`src/rtl/serial_product_collector.sv`:
```
// Assembles the LSB-first serial product stream of the shift-add multiplier into
// a parallel word and offers it on a valid/ready handshake with overrun tracking.
//
// state   | meaning
// --------+-----------------------------------------------------------------
// IDLE    | no frame open; ser_valid ignored, waiting for start
// COLLECT | frame open; each ser_valid cycle shifts one product bit in
module serial_product_collector #(
    parameter int n          = 32,
    parameter int FRAME_BITS = 2 * n,
    localparam int CW        = $clog2(FRAME_BITS + 1)
) (
    input  logic              clk,
    input  logic              rst_n,
    input  logic              start,
    input  logic              ser_in,
    input  logic              ser_valid,
    output logic [2*n-1:0]    product,
    output logic              prod_valid,
    input  logic              prod_ready,
    output logic              busy,
    output logic              overrun,
    output logic [CW-1:0]     bit_count
);

    typedef enum logic {
        IDLE    = 1'b0,
        COLLECT = 1'b1
    } state_t;

    localparam logic [CW-1:0] LAST_BIT = CW'(FRAME_BITS - 1);

    state_t                  state, state_nx;
    logic [FRAME_BITS-1:0]   sr, sr_nx, sr_shift, sr_top;
    logic [2*n-1:0]          prod_nx, prod_load;
    logic [CW-1:0]           cnt_nx;
    logic                    pv_nx, ov_nx;
    logic                    shift_en, frame_done, xfer;

    always_ff @(posedge clk or negedge rst_n) begin
        if (!rst_n) begin
            state      <= IDLE;
            sr         <= '0;
            product    <= '0;
            prod_valid <= 1'b0;
            overrun    <= 1'b0;
            bit_count  <= '0;
        end else begin
            state      <= state_nx;
            sr         <= sr_nx;
            product    <= prod_nx;
            prod_valid <= pv_nx;
            overrun    <= ov_nx;
            bit_count  <= cnt_nx;
        end
    end

    // New bit enters at the top so the first bit received lands in bit 0
    // once FRAME_BITS bits have been shifted through.
    always_comb begin
        sr_top                 = '0;
        sr_top[FRAME_BITS-1]   = ser_in;
        sr_shift               = sr_top | (sr >> 1);
        prod_load              = '0;
        prod_load[FRAME_BITS-1:0] = sr_shift;
    end

    assign shift_en   = (state == COLLECT) && ser_valid && !start;
    assign frame_done = shift_en && (bit_count == LAST_BIT);
    assign xfer       = prod_valid && prod_ready;
    assign busy       = (state == COLLECT);

    always_comb begin
        state_nx = state;
        sr_nx    = sr;
        cnt_nx   = bit_count;
        prod_nx  = product;
        pv_nx    = prod_valid;
        ov_nx    = overrun;

        if (xfer) begin
            pv_nx = 1'b0;
        end

        // start outranks a completing frame: the frame in flight is discarded
        if (start) begin
            state_nx = COLLECT;
            sr_nx    = '0;
            cnt_nx   = '0;
            ov_nx    = 1'b0;
        end else if (shift_en) begin
            sr_nx = sr_shift;
            if (frame_done) begin
                state_nx = IDLE;
                cnt_nx   = '0;
                if (!prod_valid || prod_ready) begin
                    prod_nx = prod_load;
                    pv_nx   = 1'b1;
                end else begin
                    ov_nx = 1'b1;
                end
            end else begin
                cnt_nx = bit_count + CW'(1);
            end
        end
    end

endmodule
```
`config.mk`:
```
export PLATFORM = sky130hd
export DESIGN_NAME = serial_product_collector
export DESIGN_NICKNAME = d
export VERILOG_FILES = /design/src/rtl/serial_product_collector.sv
export SDC_FILE = /design/constraint.sdc
export NUM_CORES = 1
export LEC_CHECK = 0
export ABC_AREA = 1
export BUFFER_PORTS_ARGS = -buffer_cell sky130_fd_sc_hd__buf_4
export CORE_UTILIZATION = 45
export DETAILED_ROUTE_END_ITERATION = 8
export GPL_TIMING_DRIVEN = 0
export PLACE_DENSITY = 0.65
export SLEW_MARGIN = 25
export SYNTH_ARGS = -nofsm -noshare
export SYNTH_HDL_FRONTEND = slang
export SYNTH_SLANG_ARGS = --single-unit
export TNS_END_PERCENT = 5
```
`constraint.sdc`:
```
create_clock -name clk -period 1.6 [get_ports clk]
set_input_delay 0.16 -clock clk [delete_from_list [all_inputs] [get_ports clk]]
set_output_delay 0.16 -clock clk [all_outputs]
set_load 0.01 [all_outputs]
```
== Word level (Yosys, flattened, before mapping) ==
Index checks and enable logic that the tools add are counted.
Operators by class
  add/sub/neg operators: 1
  multipliers: 0
  divide/modulo/power cells: 0
  order comparisons: 0
  equality and inequality tests: 2
  shift operators: 0
  muxes and demuxes: 17
  bitwise gates (word level): 2
  reductions and logical operators: 12
Operator list (number)
  $mux 64: 2
  $or 64x63->64: 1
  $mux 7: 3
  $mux 1: 12
  $add 7x1->7 const B: 1
  $eq 7x6->1 const B: 1
  $logic_and 1x1->1: 4
  $reduce_and 4->1: 1
  $reduce_bool 2->1: 2
  $reduce_and 3->1: 1
  $logic_not 1->1: 2
  $ne 2x2->1 const B: 1
  $reduce_and 2->1: 1
  $logic_or 1x1->1: 1
  $not 1->1: 1
Storage, ports and cells
  bits in registers: 138
  latch bits: 0
  RAM bits: 0
  bits in read-only memories: 0
  input bits: 6
  output and inout bits: 74
  logic and storage cells: 40
  memories: 0

== Logic depth before layout (Yosys ltp) ==
Gate-level depths: netlist (run 1).
  depth in word-level cells: 6
  gate-level depth with buffers: 7
  mapped depth without buffers: 6

== Worst setup path after synthesis (run 1) ==
OpenSTA, ideal clock, no wires.
  path kind: register to register
  start point: register bit_count[0]
  end point: register product[17]
  setup time: 0.117 ns
  arrival time: 1.316 ns
  data required time: 1.483 ns
  path slack: 0.167 ns
  stages on the path, launching flop included: 8
  path buffers: 1
  clock period less this slack: 1.433 ns
  cell sequence: dfrtp_1 -> ha_1 -> nand3_2 -> nor2_4 -> nand3_4 -> buf_6 -> nand2_1 -> nand2_1
On the way
  cells in the longest elaborated chain, start to end: 3
Ends and longest elaborated chain
  start: declaration: RTL line 23  | output logic [CW-1:0] bit_count
  start signal: assignment: RTL line 54  | bit_count <= cnt_nx;
  $eq 7x6->1: RTL line 69  | assign frame_done = shift_en && (bit_count == LAST_BIT);
  $logic_and 1x1->1: RTL line 69
  $reduce_and 4->1 (no line)
  end signal: assignment: RTL line 51  | product <= prod_nx;
  end: declaration: RTL line 18  | output logic [2*n-1:0] product,
Every way passes these cells.
A chain may end at the register's enable or synchronous reset.

== Worst setup path after layout (run 1) ==
  start point: register bit_count[1]
  end point: register product[60]
The elaborated chain is that of the path after synthesis.

==> results.ini, run 1 <==
[clocking]
clock-sinks = 137
cts-htree-levels = 4
path_clk_slew_ps = 60
cts_buffer_depth = 2
cts_tree = yes
clk_latency_ps = 410
cts_root_buf = clkbuf_16
cts_made_buffers = 17

[setup_path]
max_stage_delay_ps = 400
critical_path_buf_inv_count = 2
crit_arrival_ps = 1910
critPathLaunchType = register
critPathTopFamily = simple AND/OR/NAND/NOR gates
cp-endpoint = product[60]
r2r_setup_slack_ps = -9
reg2regPathDepth = 8
worstReg2RegEnd = product[60]
cpMaxStageDelayCell = dfrtp_1
r2r-start = bit_count[1]
critPathCaptureType = register
cp.required_ps = 1900
worstSetupPathDepth = 8
path_cells = ha_4 -> nand3_4 -> nor2_4 -> buf_6 -> nand3_4 -> buf_6 -> nand2_2 -> nand2_1
crit_fanout = 7
worstSetupStartpoint = bit_count[1]
path_class = reg -> reg

[place]
dp_hpwl_mm = 7.991
portBuffers = 79
place_congestion = 0.8116
place_area_um2 = 6332

[power]
pwr-share-clk_pct = 52.0
switching_share_pct = 21.93
power_density_nw_per_um2 = 1068
total_power_w = 0.007809
p_leak_nw = 3.673
netSwitchingPower_w = 0.001712
pwr-share-seq_pct = 44.6
p_int_w = 0.006097
p_comb_share_pct = 3.4
vdd_ir_drop_max_v = 0.0008158

[floorplan]
die_y_um = 112.8
fp.dieW_um = 112.8
dieArea_um2 = 12710
core_area_um2 = 11960
io_pins = 80
fp-row-count = 40
floorplan.initialDensity_pct = 46.15

[finish]
syn_to_final_growth_pct = 32.48
mostFrequentLayoutCells = dfrtp_1, nand2_1, buf_4
design_area_um2 = 7313
diodes = 0
fin_nets = 685
final_common_cell = dfrtp_1
drive_above_1_share_pct = 30.68

[synth]
async_flop_share_pct = 100.0
synthCells = 556
yosys_warnings = 0
synth_edf_count = 0
avgSynthCellArea_um2 = 9.929
synth_top_flop_cell = dfrtp_1
synth_cell_types = 21
syn_nets = 563
synth-seq-cells = 137
syn-cell-area_um2 = 5520
seq_area_frac_synth_pct = 62.10

[routing]
firstDrtPassIters = 5
drc_errors = 0
viasPerCell = 5.229
wl_per_cell_um = 15.33
drtIter0Drc = 269
vias = 4382
drt_wl_total_mm = 12.85
drtAntennaViolNets = 0

[sta]
layout_min_cycle_time_ps = 1609
max_slew.worst_pin.slew_ps = 471.6
rsz0062_at_grt = true
final_hold_viol_count = 0
setup_viol = 2
fmax_ghz = 0.6214
max_slew_margin_pct = 68.56
fin_skew_ps = 7.908
drv_slew = 0
setup_ws_ps = -9.261
fin_hold_ws_ps = 83.85
fin_tns_setup_ps = -12.14
post-route-period-util_pct = 100.6

[run_status]
status = finished, violations left
violations = negative setup slack

[global_routing]
grt_pass1_vias = 4073
grt_use_total_pct = 20.10
grt_max_degree = 78
grt_antenna_before_repair = 0
grt_pass1_wl_mm = 19.95
overflow = 0

[worst_hold_path]
hp-class = in -> reg

[run]
maxCapViolCount = 0

-- kinds of logic (layout without fill, tap and decap cells) --
logic type / after synthesis / in the layout / synth area share, %
AND/OR/NAND/NOR: 236 / 238 / 20.04
adder cells (fa/ha/maj): 1 / 1 / 0.2266
XOR/XNOR: 1 / 1 / 0.1587
buffers and inverters: 114 / 247 / 10.02
AO/OA/AOI/OAI: 67 / 67 / 7.457
flip-flops: 137 / 137 / 62.10
-- worst register-to-register path: stages (launching register included) --
cell and delay [ps]:
dfrtp_1 400, ha_4 170, nand3_4 90, nor2_4 240, buf_6 150, nand3_4 140, buf_6 210, nand2_2 50
nand2_1 50
-- layer usage --
metal / vias to the layer above / global-route usage, % / part of all wire, %
met4: 0 / 6.400 / 1.3
met2: 101 / 30.66 / 48
met1: 2143 / 28.41 / 46
li1: 2121 / - / -
met5: - / 0 / 0
met3: 17 / 5.035 / 4.7
-- through the flow --
stage / utilization [%] / std cells / worst slack [ps]
2_1_floorplan: - / 556 / 167.2
3_3_place_gp: 52.65 / 782 / -131.3
3_5_place_dp: 52.94 / 783 / -57.70
4_1_cts: 58.80 / 824 / 6.720
5_1_grt: 61.14 / 838 / -81.75
6_report: 61.14 / 838 / -9.261
-- worst min path at each step --
stage | start | to | slack [ps] | cells past startpoint
after CTS | prod_ready | overrun | 60 | 4
after floorplan | rst_n | bit_count[0] | -140 | 0
after detailed placement | rst_n | product[21] | 130 | 1
after global routing | prod_ready | overrun | 90 | 4
final | prod_ready | overrun | 80 | 4
after global placement | start | overrun | 380 | 2
-- Yosys cell counts (all sizes together), types with 2 or more instances --
master / n / area, µm²
nand2: 150 / 568.0
dfrtp: 137 / 3428
inv: 74 / 277.8
nand4: 67 / 419.2
o22ai: 61 / 381.6
buf: 36 / 260.3
nor2: 10 / 45.04
nand3: 8 / 57.56
clkbuf: 4 / 15.01
o21ai: 4 / 20.02
a21oi: 2 / 10.01
-- registers in the layout (all words and copies together) (netlist names) --
register	cells
sr	63
prod_valid	1
busy	1
overrun	1
bit_count	7
product	64
-- power by group through the flow --
| stage | combinational [W] | clock [W] | sequential [W] |
|---|---|---|---|
| floorplan | 0.000108 | 0 | 0.00355 |
| global placement | 0.000230 | 0 | 0.00354 |
| detailed placement | 0.000245 | 0 | 0.00354 |
| CTS | 0.000263 | 0.00410 | 0.00348 |
| global route | 0.000301 | 0.00428 | 0.00348 |
| finish | 0.000268 | 0.00406 | 0.00348 |
-- cell type report --
class | count | area [µm²]
clock buffer | 19 | 452.9
timing repair buffer | 101 | 827.0
clock inverter | 13 | 170.2
fill | 988 | 4648
tap | 147 | 183.9
buffer | 40 | 301.5
inverter | 74 | 277.8
sequential | 137 | 3428
multi-input combinational | 307 | 1672
-- timing repair --
action / CTS / global route
hold buffers: 3 / 0
hold endpoints to repair: 62 / 0
setup endpoints to repair: 62 / 67
cloned: 2 / 6
setup buffers: 4 / 8
gates resized for setup: 1 / 57
pin swaps: 2 / 9
No activity file was read; power rests on OpenSTA's default activity.
==> run 2: changes to the inputs <==
- CTS_BUF_LIST: not set -> sky130_fd_sc_hd__clkbuf_8
==> run 2 against run 1 <==
  * The run now ends clean
  * Setup slack improved by 83 ps
  * Wire length decreased by 2.4%
  * Global-route usage decreased by 0.073 points
  * Non-clock buffer count decreased by 2
  * Sequential power about the same
  * Die area unchanged
  * Clock-buffer cell count unchanged
  * Largest cell class unchanged
  * Via count increased by 0.16%
  * Sequential share of layout area increased by 2.0 points
  * First-iteration DRC count increased by 0.37%
  * Register-to-register slack improved by 80 ps
==> results.ini, run 2 (same netlist as run 1, synthesis figures left out) <==
[run_status]
status = complete, no violations

[routing]
drc_errors = 0
vias = 4389
drtAntennaViolNets = 0
drtIter0Drc = 270
firstDrtPassIters = 5
viasPerCell = 5.250
drt_wl_total_mm = 12.53
wl_per_cell_um = 14.99

[power]
p_comb_share_pct = 4.0
power_density_nw_per_um2 = 964.0
p_leak_nw = 3.570
vdd_ir_drop_max_v = 0.0005508
p_int_w = 0.005184
netSwitchingPower_w = 0.001575
switching_share_pct = 23.31
pwr-share-seq_pct = 51.4
pwr-share-clk_pct = 44.6

[setup_path]
cpMaxStageDelayCell = dfrtp_1
r2r-start = busy
worstSetupPathDepth = 7
critical_path_buf_inv_count = 2
crit_fanout = 6
worstSetupStartpoint = busy
max_stage_delay_ps = 420
path_cells = nand2_2 -> nor3_4 -> buf_4 -> nand3_4 -> clkbuf_16 -> nand2_1 -> nand2_1
r2r_setup_slack_ps = 70
path_class = reg -> reg
reg2regPathDepth = 7
cp.required_ps = 1920
critPathTopFamily = simple AND/OR/NAND/NOR gates
critPathLaunchType = register
cp-endpoint = product[57]
crit_arrival_ps = 1850
critPathCaptureType = register
crit_top_cell = nand2_1
worstReg2RegEnd = product[57]

[finish]
top_register = product
fin_nets = 683
design_area_um2 = 7012
final_common_cell = nand2_1
diodes = 0
drive_above_1_share_pct = 25.98
largest_reg_flops = 64
syn_to_final_growth_pct = 27.02
reg_top3 = product x64, sr x63, bit_count x7
layoutNonFillerInstCount = 836
mostFrequentLayoutCells = nand2_1, dfrtp_1, buf_4

[sta]
setup_viol = 0
fmax_ghz = 0.6553
fin_tns_setup_ps = 0
final_hold_viol_count = 0
fin_skew_ps = 9.480
max_slew.worst_pin.slew_ps = 469.3
post-route-period-util_pct = 95.37
max_slew_margin_pct = 68.71
drv_slew = 0
layout_min_cycle_time_ps = 1526

[clocking]
clock-sinks = 137
cts_buffer_depth = 2
clk_latency_ps = 430
cts-htree-levels = 4
cts_tree = yes
cts_root_buf = clkbuf_8
path_clk_slew_ps = 80
cts_made_buffers = 17

[floorplan]
dieArea_um2 = 12710
fp.dieW_um = 112.8
io_pins = 80
die_y_um = 112.8
floorplan.initialDensity_pct = 46.15
core_area_um2 = 11960
fp-row-count = 40

[run]
maxCapViolCount = 0

[place]
dp_cells = 783
place_area_um2 = 6332
dp_hpwl_mm = 7.991
place_congestion = 0.8116
portBuffers = 79

[global_routing]
grt_pass1_wl_mm = 20.00
grt_pass1_vias = 4118
grt_max_degree = 78
grt_use_total_pct = 20.03
grt_antenna_before_repair = 0
overflow = 0

[worst_hold_path]
hp-class = in -> reg

run 2: stage by stage:
| step | utilization, % | total power [W] | setup WS, ps | hold slack (ps) |
|---|---|---|---|---|
| after floorplan | - | 0.003653 | 167.2 | -135.6 |
| after global placement | 52.65 | 0.003774 | -131.3 | 379.1 |
| after detailed placement | 52.94 | 0.003789 | -57.70 | 125.4 |
| after CTS | 57.15 | 0.006791 | 6.775 | 34.39 |
| after global routing | 58.62 | 0.006996 | -0.9974 | 60.87 |
| final | 58.62 | 0.006759 | 74.03 | 72.48 |
run 2: timing repair:
item / 4_1_cts / 5_1_grt
cloned: 1 / 7
setup buffers: 4 / 6
hold buffers: 3 / 0
gates resized for setup: 1 / 19
setup endpoints to repair: 62 / 66
pin swaps: 2 / 4
hold endpoints to repair: 62 / 0
run 2: how the worst min path moves through the flow:
stage	startpoint	endpoint	slack, ps	depth (start not counted)
after global placement	start	overrun	380	2
after floorplan	rst_n	bit_count[0]	-140	0
final	prod_ready	overrun	70	4
after detailed placement	rst_n	product[21]	130	1
after CTS	prod_ready	overrun	30	4
after global routing	prod_ready	overrun	60	4
run 2: power groups by stage:
stage	Combinational (W)	Clock (W)	Sequential (W)
after CTS	0.000263	0.00306	0.00347
after detailed placement	0.000245	0	0.00354
after floorplan	0.000108	0	0.00355
after global placement	0.000230	0	0.00354
final	0.000270	0.00301	0.00347
after global routing	0.000302	0.00322	0.00348
run 2: final cells by class:
type                       count  area (µm²)
buffer                        40       282.8
clock buffer                  19       261.5
clock inverter                13       170.2
fill                        1044        4950
inverter                      74       277.8
multi-input combinational    307        1587
sequential                   137        3428
tap                          147       183.9
timing repair buffer          99       820.8
run 2: worst register-to-register path: stages, from the launching register on:
cell,delay [ps]
dfrtp_1,420
nand2_2,130
nor3_4,200
buf_4,170
nand3_4,170
clkbuf_16,220
nand2_1,50
nand2_1,50
run 2: routing by layer:
layer	vias up	track usage (%)	wire length, µm
met1	2147	28.29	5827
met4	0	6.133	140
met2	115	30.53	5917
met5	-	0	0
met3	13	5.196	647
li1	2114	-	-
